### config.mk
export PLATFORM = sky130hd
export DESIGN_NAME = alu_serial_ctrl
export DESIGN_NICKNAME = d
export VERILOG_FILES = /design/src/rtl/alu_serial_ctrl.sv
export SDC_FILE = /design/constraint.sdc
export NUM_CORES = 1
export LEC_CHECK = 0
export ABC_AREA = 1
export BUFFER_PORTS_ARGS = -buffer_cell sky130_fd_sc_hd__buf_2
export CORE_MARGIN = 2
export CORE_UTILIZATION = 25
export DETAILED_ROUTE_END_ITERATION = 10
export GPL_TIMING_DRIVEN = 0
export PLACE_DENSITY_LB_ADDON = 0.2
export SYNTH_ARGS = -nofsm -noshare
export SYNTH_HDL_FRONTEND = slang
export SYNTH_SLANG_ARGS = --single-unit
### constraint.sdc
create_clock -name clk -period 2.5 [get_ports clk]
set_input_delay 0 -clock clk [delete_from_list [all_inputs] [get_ports clk]]
set_output_delay 0 -clock clk [all_outputs]
set_load 0.02 [all_outputs]
### src/rtl/alu_serial_ctrl.sv
// alu_serial_ctrl: bit-serial sequencer for a single external 1-bit ALU slice.
// Operands are walked LSB first, one bit per clock. The slice carry-out is
// fed back as the next bit's carry-in. The result, final carry, N flag and
// zero flag are collected and held until the next operation completes.
module alu_serial_ctrl #(
  parameter  int WIDTH = 4,
  localparam int CW    = $clog2(WIDTH)
) (
  input  logic             clk,
  input  logic             rst,
  input  logic             start,
  input  logic [1:0]       op,
  input  logic [WIDTH-1:0] a_in,
  input  logic [WIDTH-1:0] b_in,
  input  logic             cin_in,
  output logic             alu_a,
  output logic             alu_b,
  output logic             alu_cin,
  output logic             alu_m0,
  output logic             alu_m1,
  input  logic             alu_f,
  input  logic             alu_cout,
  input  logic             alu_n,
  output logic             busy,
  output logic             done,
  output logic [WIDTH-1:0] result,
  output logic             cout,
  output logic             n_flag,
  output logic             zero
);

  typedef enum logic [1:0] {
    IDLE = 2'd0,
    RUN  = 2'd1,
    DONE = 2'd2
  } state_t;

  localparam logic [CW-1:0] LAST_IDX = CW'(WIDTH - 1);

  state_t           state_r;
  state_t           state_next_s;
  logic [CW-1:0]    idx_r;
  logic [WIDTH-1:0] a_r;
  logic [WIDTH-1:0] b_r;
  logic [1:0]       op_r;
  logic             cin_r;
  logic             carry_r;
  logic [WIDTH-1:0] work_r;
  logic [WIDTH-1:0] work_next_s;
  logic [WIDTH-1:0] result_r;
  logic             cout_r;
  logic             n_flag_r;
  logic             zero_r;
  logic             accept_s;
  logic             last_s;

  // Accept only when idle or finishing; mark the final bit of a RUN.
  always_comb begin
    accept_s = start && ((state_r == IDLE) || (state_r == DONE));
    last_s   = (state_r == RUN) && (idx_r == LAST_IDX);
  end

  // Next-state logic for the IDLE/RUN/DONE sequencer.
  always_comb begin
    state_next_s = state_r;
    case (state_r)
      IDLE: begin
        if (start) state_next_s = RUN;
        else       state_next_s = IDLE;
      end
      RUN: begin
        if (last_s) state_next_s = DONE;
        else        state_next_s = RUN;
      end
      DONE: begin
        if (start) state_next_s = RUN;
        else       state_next_s = IDLE;
      end
      default: state_next_s = IDLE;
    endcase
  end

  // State register; reset overrides any pending start.
  always_ff @(posedge clk) begin
    if (rst) state_r <= IDLE;
    else     state_r <= state_next_s;
  end

  // Working value with the current slice result merged into bit idx_r.
  always_comb begin
    work_next_s        = work_r;
    work_next_s[idx_r] = alu_f;
  end

  // Operand latching, per-bit capture and final result/flag update.
  always_ff @(posedge clk) begin
    if (rst) begin
      idx_r    <= '0;
      a_r      <= '0;
      b_r      <= '0;
      op_r     <= 2'b00;
      cin_r    <= 1'b0;
      carry_r  <= 1'b0;
      work_r   <= '0;
      result_r <= '0;
      cout_r   <= 1'b0;
      n_flag_r <= 1'b0;
      zero_r   <= 1'b0;
    end else if (accept_s) begin
      idx_r   <= '0;
      a_r     <= a_in;
      b_r     <= b_in;
      op_r    <= op;
      cin_r   <= cin_in;
      carry_r <= 1'b0;
      work_r  <= '0;
    end else if (state_r == RUN) begin
      work_r  <= work_next_s;
      carry_r <= alu_cout;
      if (last_s) begin
        idx_r    <= '0;
        result_r <= work_next_s;
        cout_r   <= alu_cout;
        n_flag_r <= alu_n;
        zero_r   <= (work_next_s == '0);
      end else begin
        idx_r <= idx_r + CW'(1);
      end
    end
  end

  // Slice drive: bit idx_r of the latched operands during RUN, quiet otherwise.
  always_comb begin
    alu_a   = 1'b0;
    alu_b   = 1'b0;
    alu_cin = 1'b0;
    alu_m0  = 1'b0;
    alu_m1  = 1'b0;
    if (state_r == RUN) begin
      alu_a   = a_r[idx_r];
      alu_b   = b_r[idx_r];
      alu_cin = (idx_r == '0) ? cin_r : carry_r;
      alu_m0  = op_r[0];
      alu_m1  = op_r[1];
    end else begin
      alu_a   = 1'b0;
      alu_b   = 1'b0;
      alu_cin = 1'b0;
      alu_m0  = 1'b0;
      alu_m1  = 1'b0;
    end
  end

  assign busy   = (state_r == RUN);
  assign done   = (state_r == DONE);
  assign result = result_r;
  assign cout   = cout_r;
  assign n_flag = n_flag_r;
  assign zero   = zero_r;

endmodule

==> results of run 1 <==
## registers in the layout, indices dropped and copies added, names as in the netlist
signal / cells
n_flag: 1
b_r: 4
carry_r: 1
a_r: 4
work_r: 3
op_r: 2
zero: 1
idx_r: 2
cin_r: 1
cout: 1
result: 4
state_r: 2
## cells by family (layout without fill, tap and decap cells)
group | count (synthesis) | after routing | share of synthesized area (%)
AO/OA/AOI/OAI | 42 | 42 | 19.05
adder cells (fa/ha/maj) | 4 | 4 | 4.535
buffers and inverters | 20 | 67 | 7.595
flip-flops | 26 | 26 | 47.17
AND/OR/NAND/NOR | 54 | 54 | 21.66
## final timing paths
check	from	end	slack [ns]	cells after the start
setup / recovery	idx_r[0]$_SDFFE_PP0P_	n_flag$_SDFFE_PP0P_	0.68	6
hold / removal	cin_in	cin_r$_SDFFE_PP0P_	0.006	3
setup reg to reg	idx_r[0]$_SDFFE_PP0P_	n_flag$_SDFFE_PP0P_	0.68	6
hold reg to reg	cin_r$_SDFFE_PP0P_	cin_r$_SDFFE_PP0P_	0.46	2
## final cells by class
type                       instances  area [um2]  area share [%]
sequential                        26       520.5           34.70
multi-input combinational        100       499.2           33.28
timing repair buffer              44       290.3           19.35
tap                               52       65.06           4.337
inverter                          17       63.81           4.254
clock buffer                       3       41.29           2.752
buffer                             3       20.02           1.334
## repair_timing
action | in CTS | in global routing
hold endpoints to repair | 14 | 1
hold buffers | 13 | 1
setup buffers | 0 | 0
## synthesized netlist by cell type
cell / count
o21ai_1: 4
a21oi_1: 16
nor2_2: 2
buf_2: 1
clkbuf_1: 1
inv_2: 3
nand2_1: 13
nor2_4: 1
or2_0: 1
o21ai_0: 22
dfxtp_1: 26
inv_1: 14
nand2_2: 1
buf_6: 1
nand3_2: 1
ha_1: 4
nand3_1: 3
nor3b_2: 1
nor2_1: 31
## layout by cell type, fill, tap and decap left out, drive strengths merged
cell type / n
inv: 17
clkbuf: 4
nor2: 34
nand2: 14
dlygate4sd3: 14
dfxtp: 26
a21oi: 16
or2: 1
nand3: 4
o21ai: 26
buf: 32
nor3b: 1
ha: 4
## routing by layer
metal / wire [um] / share of wire (%) / GRT usage (%) / vias up
li1: - / - / - / 565
met1: 1370 / 53 / 15.24 / 456
met2: 1074 / 41 / 17.61 / 29
met3: 145 / 5.6 / 3.752 / 2
met4: 12 / 0.46 / 1.923 / 0
met5: 0 / 0 / 0 / -
## power breakdown
| part | internal (mW) | total, mW | switching, mW |
|---|---|---|---|
| Combinational | 0.0567 | 0.131 | 0.0740 |
| Sequential | 0.436 | 0.449 | 0.0129 |
| Clock | 0.108 | 0.238 | 0.130 |
| Total | 0.601 | 0.818 | 0.217 |
## through the flow
| stage | power [mW] | area, um2 | hold WS (ns) | std cells |
|---|---|---|---|---|
| floorplan | 0.5340 | 1104 | 0.06907 | 146 |
| global placement | 0.5760 | 1319 | 0.2227 | 228 |
| detailed placement | 0.5761 | 1319 | 0.2262 | 228 |
| CTS | 0.8270 | 1490 | 0.002924 | 244 |
| global route | 0.8697 | 1500 | 0.01749 | 245 |
| finish | 0.8178 | 1500 | 0.006186 | 245 |
## worst max-delay path, delay by kind of cell (launching register included)
kind	cells	cell delay [ns]
AO/OA/AOI/OAI	1	0.11
buffers and inverters	2	0.69
flip-flops	1	0.47
AND/OR/NAND/NOR	2	0.24
adder cells (fa/ha/maj)	1	0.26
==> impl_metrics.py, run 1 <==
metrics = {
    "run_status": {
        "status": "finished, final reports clean",
    },
    "final_layout": {
        "finalNetCount": 216,
        "nFillCells": 473,
        "final_layout_size_suffix_gt1_share_pct": 22.80,
        "n_antenna_cell": 0,
        "finalCoreUtilization_pct": 34.94,
        "area_growth_pct": 35.94,
    },
    "global_route": {
        "grt_pass1_wl_mm": 4.533,
        "overflow": 0,
        "grt_max_degree": 14,
        "grt_usage_pct": 11.26,
        "grt_pass1_vias": 1028,
        "antenna_found_initial": 0,
    },
    "sta": {
        "fmax_mhz": 548.8,
        "rsz0062_at_grt": "no",
        "relSlewSlack_pct": 73.80,
        "drv_slew": 0,
        "setup_ws_ns": 0.6779,
        "skew_ns": 0.003977,
        "final-setup-viol-count": 0,
        "finalHoldViolations": 0,
        "worst_pin_slew_ns": 0.3930,
        "fin_crit_ns": 1.822,
        "post-route-period-util_pct": 72.88,
        "setup_tns_ns": 0,
    },
    "critical_path": {
        "critical-path-max-stage-delay_ns": 0.55,
        "cp.required_ns": 2.72,
        "slowest_stage": "dlygate4sd3_1",
        "crit_fanout": 7,
        "critical_path_class": "reg2reg",
        "cp.arrival_ns": 2.04,
        "path_cells": "ha_1 > nand3_2 > inv_2 > nand2_1 > a21oi_1 > dlygate4sd3_1",
        "end_kind": "flip-flop",
        "critPathLaunchType": "flip-flop",
    },
    "drt": {
        "drtIter0Drc": 67,
        "drc": 0,
        "routed_wl_mm": 2.603,
        "first_pass_iters": 4,
        "vias_per_cell": 4.294,
        "ant_nets": 0,
        "wire_per_inst_um": 10.62,
        "num_vias": 1052,
    },
    "clocking": {
        "cts-resized-gates": 0,
        "path_clk_slew_ns": 0.09,
        "cts_max_path_buffers": 2,
        "cts_tree": "yes",
        "clkSinkCount": 26,
        "root_buffer": "clkbuf_8",
        "cts_max_level": 1,
        "worst_skew_pair.late_latency_ns": 0.27,
        "numCtsBuffers": 3,
    },
    "synthesis": {
        "synth_top_area_cell": "dfxtp_1",
        "synth_area_leaders": "dfxtp_1, nor2_1, o21ai_0, a21oi_1, inv_1",
        "yosysUniqueCellTypes": 19,
        "ys_warn_count": 0,
        "avgSynthCellArea_um2": 7.559,
        "syn_nets": 167,
        "synth_top_cell_area_share_pct": 47.17,
        "synthCells": 146,
        "ys_seq_area_share_pct": 47.17,
        "synth-seq-cells": 26,
        "synth_area_um2": 1104,
    },
    "floorplan": {
        "start_util_pct": 25.70,
        "die_y_um": 70.44,
        "die_w_um": 70.44,
        "rows": 24,
        "core_region_area_um2": 4294,
        "io_pins": 31,
        "die_area_um2": 4962,
    },
    "placed_design": {
        "numPortBuffers": 30,
        "dp_worst_setup_slack_ns": 1.041,
        "gp_congestion": 0.6907,
        "dpl.hpwl_mm": 1.891,
    },
    "power_and_ir_drop": {
        "p_leak_nw": 0.6812,
        "irDropWorstVdd_mv": 0.3702,
        "power.density_nw_per_um2": 545.1,
    },
    "flow_run": {
        "max-cap-violations": 0,
    },
    "hold_path": {
        "hold_path.class": "in2reg",
    },
}
No activity file was read; power rests on OpenSTA's default activity.
==> inputs of run 2 (changes only) <==
Settings changed: ABC_AREA 1 to 0.
Clock period 2.5 ns to 1.46 ns, I/O delays scaled along.
==> run 2 against run 1 <==
Critical path type is now reg2out; die area up 1.8%; cell count down 3.3%; core utilization up 1.6 points; clock power up 95%; register-to-register slack worse by 0.51 ns; worst hold slack better by 0.093 ns; sequential power up 67%; critical path depth down 3; sequential share of layout area down 1.5 points; clock-buffer cell count up 1.
==> impl_metrics.py, run 2 <==
metrics = {
    "hold_path": {
        "hold_path.class": "in2reg",
        "hp-start": "start",
        "hold_end": "op_r[0]$_SDFFE_PP0P_",
        "hold_path_depth": 4,
    },
    "global_route": {
        "grt_usage_pct": 11.42,
        "grt_pass1_vias": 1039,
        "grt_pass1_wl_mm": 4.595,
        "grt_max_degree": 15,
        "overflow": 0,
        "antenna_found_initial": 0,
    },
    "drt": {
        "drc": 0,
        "vias_per_cell": 4.354,
        "num_vias": 1032,
        "wire_per_inst_um": 11.00,
        "first_pass_iters": 4,
        "ant_nets": 0,
        "drtIter0Drc": 33,
        "routed_wl_mm": 2.607,
    },
    "critical_path": {
        "ff2ff_path_depth": 5,
        "r2r-start": "idx_r[0]$_SDFFE_PP0P_",
        "end_kind": "primary output",
        "r2r-end": "zero$_SDFFE_PP0P_",
        "critical_path_class": "reg2out",
        "r2r_setup_slack_ns": 0.17,
        "critPathLaunchType": "flip-flop",
        "cp.arrival_ns": 1.45,
        "crit_fanout": 6,
        "cp.required_ns": 1.46,
    },
    "sta": {
        "worst_pin_slew_ns": 0.5009,
        "drv_slew": 0,
        "rsz0062_at_grt": "yes",
        "setup_ws_ns": 0.008256,
        "final-setup-viol-count": 0,
        "fin_crit_ns": 1.452,
        "fmax_mhz": 688.8,
        "setup_tns_ns": 0,
        "skew_ns": 0.002910,
        "relSlewSlack_pct": 66.61,
        "post-route-period-util_pct": 99.43,
        "finalHoldViolations": 0,
    },
    "placed_design": {
        "placed_area_um2": 1335,
        "gp_congestion": 0.7353,
        "place_inst": 217,
        "numPortBuffers": 29,
        "dp_worst_setup_slack_ns": -0.1016,
        "dpl.hpwl_mm": 1.865,
    },
    "power_and_ir_drop": {
        "switching_power_mw": 0.3384,
        "pwr-share-clk_pct": 33.1,
        "p_leak_nw": 0.6710,
        "irDropWorstVdd_mv": 0.5308,
        "combinationalPowerShare_pct": 13.7,
        "internal-power_mw": 1.068,
        "finalPower_mw": 1.406,
        "power.density_nw_per_um2": 883.6,
        "power.share.switching_pct": 24.07,
        "p_seq_share_pct": 53.3,
    },
    "synthesis": {
        "ys_warn_count": 0,
        "ys_seq_area_share_pct": 46.27,
        "synthCells": 136,
        "synth_top_area_cell": "dfxtp_1",
        "synth-edff-count": 0,
        "synth_area_um2": 1125,
        "avgSynthCellArea_um2": 8.271,
        "synth_common_cells": "nand2_1, dfxtp_1, a21oi_1",
        "async_reset_ff_share_pct": 0,
        "synth_top_cell_area_share_pct": 46.27,
        "synth_area_leaders": "dfxtp_1, nand2_1, a21oi_1, ha_1, mux4_2",
        "synth_most_common_cell": "nand2_1",
        "synth-seq-cells": 26,
        "syn_nets": 157,
        "ys.flop_type": "dfxtp_1",
        "yosysUniqueCellTypes": 27,
    },
    "clocking": {
        "worst_skew_pair.late_latency_ns": 0.27,
        "numCtsBuffers": 3,
        "path_clk_slew_ns": 0.09,
        "cts_max_path_buffers": 2,
        "clkSinkCount": 26,
        "cts_max_level": 1,
        "cts_tree": "yes",
        "root_buffer": "clkbuf_8",
    },
    "final_layout": {
        "finalNetCount": 207,
        "final_cell_mix": "nand2_1, buf_2, dfxtp_1, a21oi_1, dlygate4sd3_1",
        "fin_cells": 237,
        "layout_commonest_cell": "nand2_1",
        "nFillCells": 478,
        "area_growth_pct": 41.49,
        "n_antenna_cell": 0,
        "final_layout_size_suffix_gt1_share_pct": 27.03,
        "stdcell_area_um2": 1592,
    },
    "floorplan": {
        "rows": 24,
        "start_util_pct": 25.83,
        "io_pins": 31,
        "die_area_um2": 5052,
        "die_w_um": 71.08,
        "core_region_area_um2": 4354,
        "die_y_um": 71.08,
    },
    "flow_run": {
        "max-cap-violations": 0,
    },
    "run_status": {
        "status": "finished, final reports clean",
    },
}
## run 2: cell count changes in the layout (fill, tap and decap cells not counted), sizes merged, moves of 4 or more
cell and delta:
a21oi +4, and2 +4, nor2 -28, o21ai -23, nor2b +5, buf +4, inv -11, nand2 +19
## run 2: layer usage
| layer | global-route usage (%) | up-vias | routed length (um) |
|---|---|---|---|
| li1 | - | 548 | - |
| met1 | 13.87 | 456 | 1185 |
| met2 | 20.25 | 28 | 1273 |
| met3 | 3.846 | 0 | 148 |
| met4 | 1.258 | 0 | 0 |
| met5 | 0 | - | 0 |
## run 2: what timing repair did
action | 4_1_cts | 5_1_grt
resized for setup | 7 | 9
setup buffers | 1 | 2
pin swaps | 1 | 1
endpoints found under the hold margin | 14 | 0
hold buffers | 14 | 0
endpoints found under the setup margin | 12 | 12
## run 2: metrics by stage
| step | hold slack, ns | utilization (%) |
|---|---|---|
| after floorplan | 0.08401 | - |
| after global placement | 0.2182 | 30.66 |
| after detailed placement | 0.2148 | 30.66 |
| after CTS | 0.09123 | 35.66 |
| after global routing | 0.1330 | 36.55 |
| final | 0.09876 | 36.55 |
## run 2: cells by family (layout without fill, tap and decap cells)
group / count (synthesis) / after routing / synth area share [%]
adder cells (fa/ha/maj): 4 / 4 / 4.450
AO/OA/AOI/OAI: 28 / 28 / 13.57
multiplexers: 3 / 3 / 4.894
buffers and inverters: 13 / 62 / 5.227
AND/OR/NAND/NOR: 62 / 62 / 25.58
flip-flops: 26 / 26 / 46.27
## run 2: power groups by stage
stage,logic [mW],clock network [mW],registers [mW]
floorplan,0.103,0,0.763
global placement,0.154,0,0.768
detailed placement,0.155,0,0.769
CTS,0.190,0.494,0.752
global route,0.215,0.521,0.755
finish,0.192,0.465,0.749
## run 2: layout make-up
| class | count | area, um2 | area share (%) |
|---|---|---|---|
| Multi-Input combinational cell | 97 | 565.5 | 35.53 |
| Sequential cell | 26 | 528.0 | 33.18 |
| Timing Repair Buffer | 46 | 320.3 | 20.13 |
| Tap cell | 52 | 65.06 | 4.088 |
| Clock buffer | 4 | 55.05 | 3.459 |
| Buffer | 6 | 32.53 | 2.044 |
| Inverter | 6 | 25.02 | 1.572 |
## run 2: worst max path at each step
| stage | cells past startpoint | slack [ns] | end | start |
|---|---|---|---|---|
| final | 3 | 0.008 | alu_a | idx_r[0]$_SDFFE_PP0P_ |
| after global routing | 3 | -0.05 | alu_a | idx_r[0]$_SDFFE_PP0P_ |
| after CTS | 3 | -0.05 | alu_a | idx_r[0]$_SDFFE_PP0P_ |
| after detailed placement | 4 | -0.10 | result[1]$_SDFFE_PP0P_ | idx_r[0]$_SDFFE_PP0P_ |
| after global placement | 5 | -0.06 | zero$_SDFFE_PP0P_ | idx_r[0]$_SDFFE_PP0P_ |
| after floorplan | 5 | 0.13 | zero$_SDFFE_PP0P_ | idx_r[0]$_SDFFE_PP0P_ |
## run 2: worst max-delay path, cell delays in order (launching register included)
cell	delay, ns
dfxtp_4	0.40
mux4_2	0.50
and2_4	0.16
buf_6	0.12
==> inputs of run 3 (changes only) <==
Clock period 1.46 ns to 1.6 ns, I/O delays scaled along.
==> run 3 against run 2 <==
Sequential cell count unchanged; routed wire length down 0.81%; clock-buffer cell count unchanged; first-iteration DRC count down 24%; via count down 1.7%; core utilization down 1.1 points; critical path depth unchanged; clock power down 9.7%; sequential share of layout area up 0.89 points.
==> impl_metrics.py, run 3 (synthesized netlist as in run 2, its figures left out) <==
metrics = {
    "power_and_ir_drop": {
        "switching_power_mw": 0.3026,
        "power.density_nw_per_um2": 825.1,
        "irDropWorstVdd_mv": 0.4771,
        "p_seq_share_pct": 53.8,
        "combinationalPowerShare_pct": 13.1,
        "finalPower_mw": 1.273,
        "internal-power_mw": 0.9703,
        "p_leak_nw": 0.6521,
        "pwr-share-clk_pct": 33.0,
        "power.share.switching_pct": 23.77,
    },
    "clocking": {
        "clkSinkCount": 26,
        "numCtsBuffers": 3,
        "cts_tree": "yes",
        "path_clk_slew_ns": 0.09,
        "root_buffer": "clkbuf_8",
        "cts_max_level": 1,
        "cts_max_path_buffers": 2,
        "worst_skew_pair.late_latency_ns": 0.26,
    },
    "placed_design": {
        "gp_congestion": 0.7353,
        "dpl.hpwl_mm": 1.865,
        "numPortBuffers": 29,
    },
    "run_status": {
        "status": "finished, final reports clean",
    },
    "critical_path": {
        "r2r_setup_slack_ns": 0.22,
        "r2r-start": "idx_r[1]$_SDFFE_PP0P_",
        "crit_fanout": 7,
        "cp.required_ns": 1.60,
        "cp-endpoint": "alu_a",
        "startpoint": "idx_r[0]$_SDFFE_PP0P_",
        "end_kind": "primary output",
        "ff2ff_path_depth": 4,
        "cp.arrival_ns": 1.50,
        "critical_path_class": "reg2out",
        "r2r-end": "result[1]$_SDFFE_PP0P_",
        "critPathLaunchType": "flip-flop",
    },
    "floorplan": {
        "die_y_um": 71.08,
        "rows": 24,
        "die_w_um": 71.08,
        "io_pins": 31,
        "die_area_um2": 5052,
        "core_region_area_um2": 4354,
        "start_util_pct": 25.83,
    },
    "final_layout": {
        "layout_commonest_cell": "nand2_1",
        "final_layout_size_suffix_gt1_share_pct": 22.95,
        "finalNetCount": 205,
        "area_growth_pct": 37.15,
        "n_antenna_cell": 0,
        "final_cell_mix": "nand2_1, buf_2, dfxtp_1, a21oi_1, dlygate4sd3_1",
    },
    "global_route": {
        "use_met1_pct": 14.05,
        "grt.busiest_layer": "met2",
        "use_met2_pct": 20.15,
        "antenna_found_initial": 0,
        "grt_usage_pct": 11.45,
        "grtUsageMet3_pct": 3.846,
        "grt_pass1_vias": 1033,
        "overflow": 0,
        "grt_pass1_wl_mm": 4.609,
        "grt_max_degree": 15,
    },
    "drt": {
        "drc": 0,
        "vias_per_cell": 4.315,
        "drtIter0Drc": 25,
        "first_pass_iters": 3,
        "ant_nets": 0,
        "wire_per_inst_um": 11.00,
        "routed_wl_mm": 2.586,
        "num_vias": 1014,
    },
    "sta": {
        "worst_pin_slew_ns": 0.5086,
        "drv_slew": 0,
        "fmax_mhz": 668.7,
        "post-route-period-util_pct": 93.47,
        "final-setup-viol-count": 0,
        "rsz0062_at_grt": "no",
        "relSlewSlack_pct": 66.09,
        "finalHoldViolations": 0,
        "setup_tns_ns": 0,
        "fin_crit_ns": 1.496,
        "skew_ns": 0.002425,
    },
    "hold_path": {
        "hold_path.class": "in2reg",
    },
    "flow_run": {
        "max-cap-violations": 0,
    },
}
[run 3: area by class of cell]
cell class | instances | area [um2]
tap | 52 | 65.06
timing repair buffer | 44 | 292.8
fill | 483 | 2811
clock buffer | 4 | 55.05
multi-input combinational | 97 | 545.5
buffer | 6 | 32.53
sequential | 26 | 525.5
inverter | 6 | 26.28
[run 3: critical path: stages, from the launching register on]
cell	delay, ns
dfxtp_4	0.41
mux4_2	0.50
and2_1	0.17
buf_2	0.15
[run 3: how the worst min path moves through the flow]
stage / startpoint / slack (ns) / cells past startpoint / endpoint
floorplan: rst / 0.08 / 1 / state_r[1]$_SDFF_PP0_
CTS: start / 0.09 / 4 / op_r[0]$_SDFFE_PP0P_
global route: start / 0.13 / 4 / op_r[0]$_SDFFE_PP0P_
detailed placement: rst / 0.21 / 2 / state_r[1]$_SDFF_PP0_
finish: start / 0.10 / 4 / op_r[0]$_SDFFE_PP0P_
global placement: rst / 0.22 / 2 / state_r[1]$_SDFF_PP0_
[run 3: routing by layer]
metal / vias up / wire length (um)
met1: 445 / 1182
met4: 0 / 0
met2: 25 / 1264
li1: 544 / -
met5: - / 0
met3: 0 / 139
[run 3: stage by stage]
stage / std cells / hold WS (ns) / instance area (um2) / utilization, % / setup WS (ns)
floorplan: 136 / 0.08401 / 1125 / - / 0.2692
CTS: 235 / 0.09118 / 1531 / 35.17 / 0.003226
finish: 235 / 0.1019 / 1543 / 35.43 / 0.1045
detailed placement: 217 / 0.2148 / 1335 / 30.66 / 0.03838
global placement: 217 / 0.2182 / 1335 / 30.66 / 0.07565
global route: 235 / 0.1330 / 1543 / 35.43 / 0.006993
[run 3: power by group through the flow]
stage / registers [mW] / clock network [mW] / logic [mW]
after floorplan: 0.697 / 0 / 0.0941
after global placement: 0.700 / 0 / 0.140
after detailed placement: 0.702 / 0 / 0.141
after CTS: 0.687 / 0.451 / 0.168
after global routing: 0.691 / 0.475 / 0.188
final: 0.685 / 0.420 / 0.167
[run 3: repair_timing]
item                       CTS  global route
setup endpoints to repair    3            12
hold buffers                14             0
gates cloned                 0             0
hold endpoints to repair    14             0
resized for setup            1             3
buffers inserted             0             1
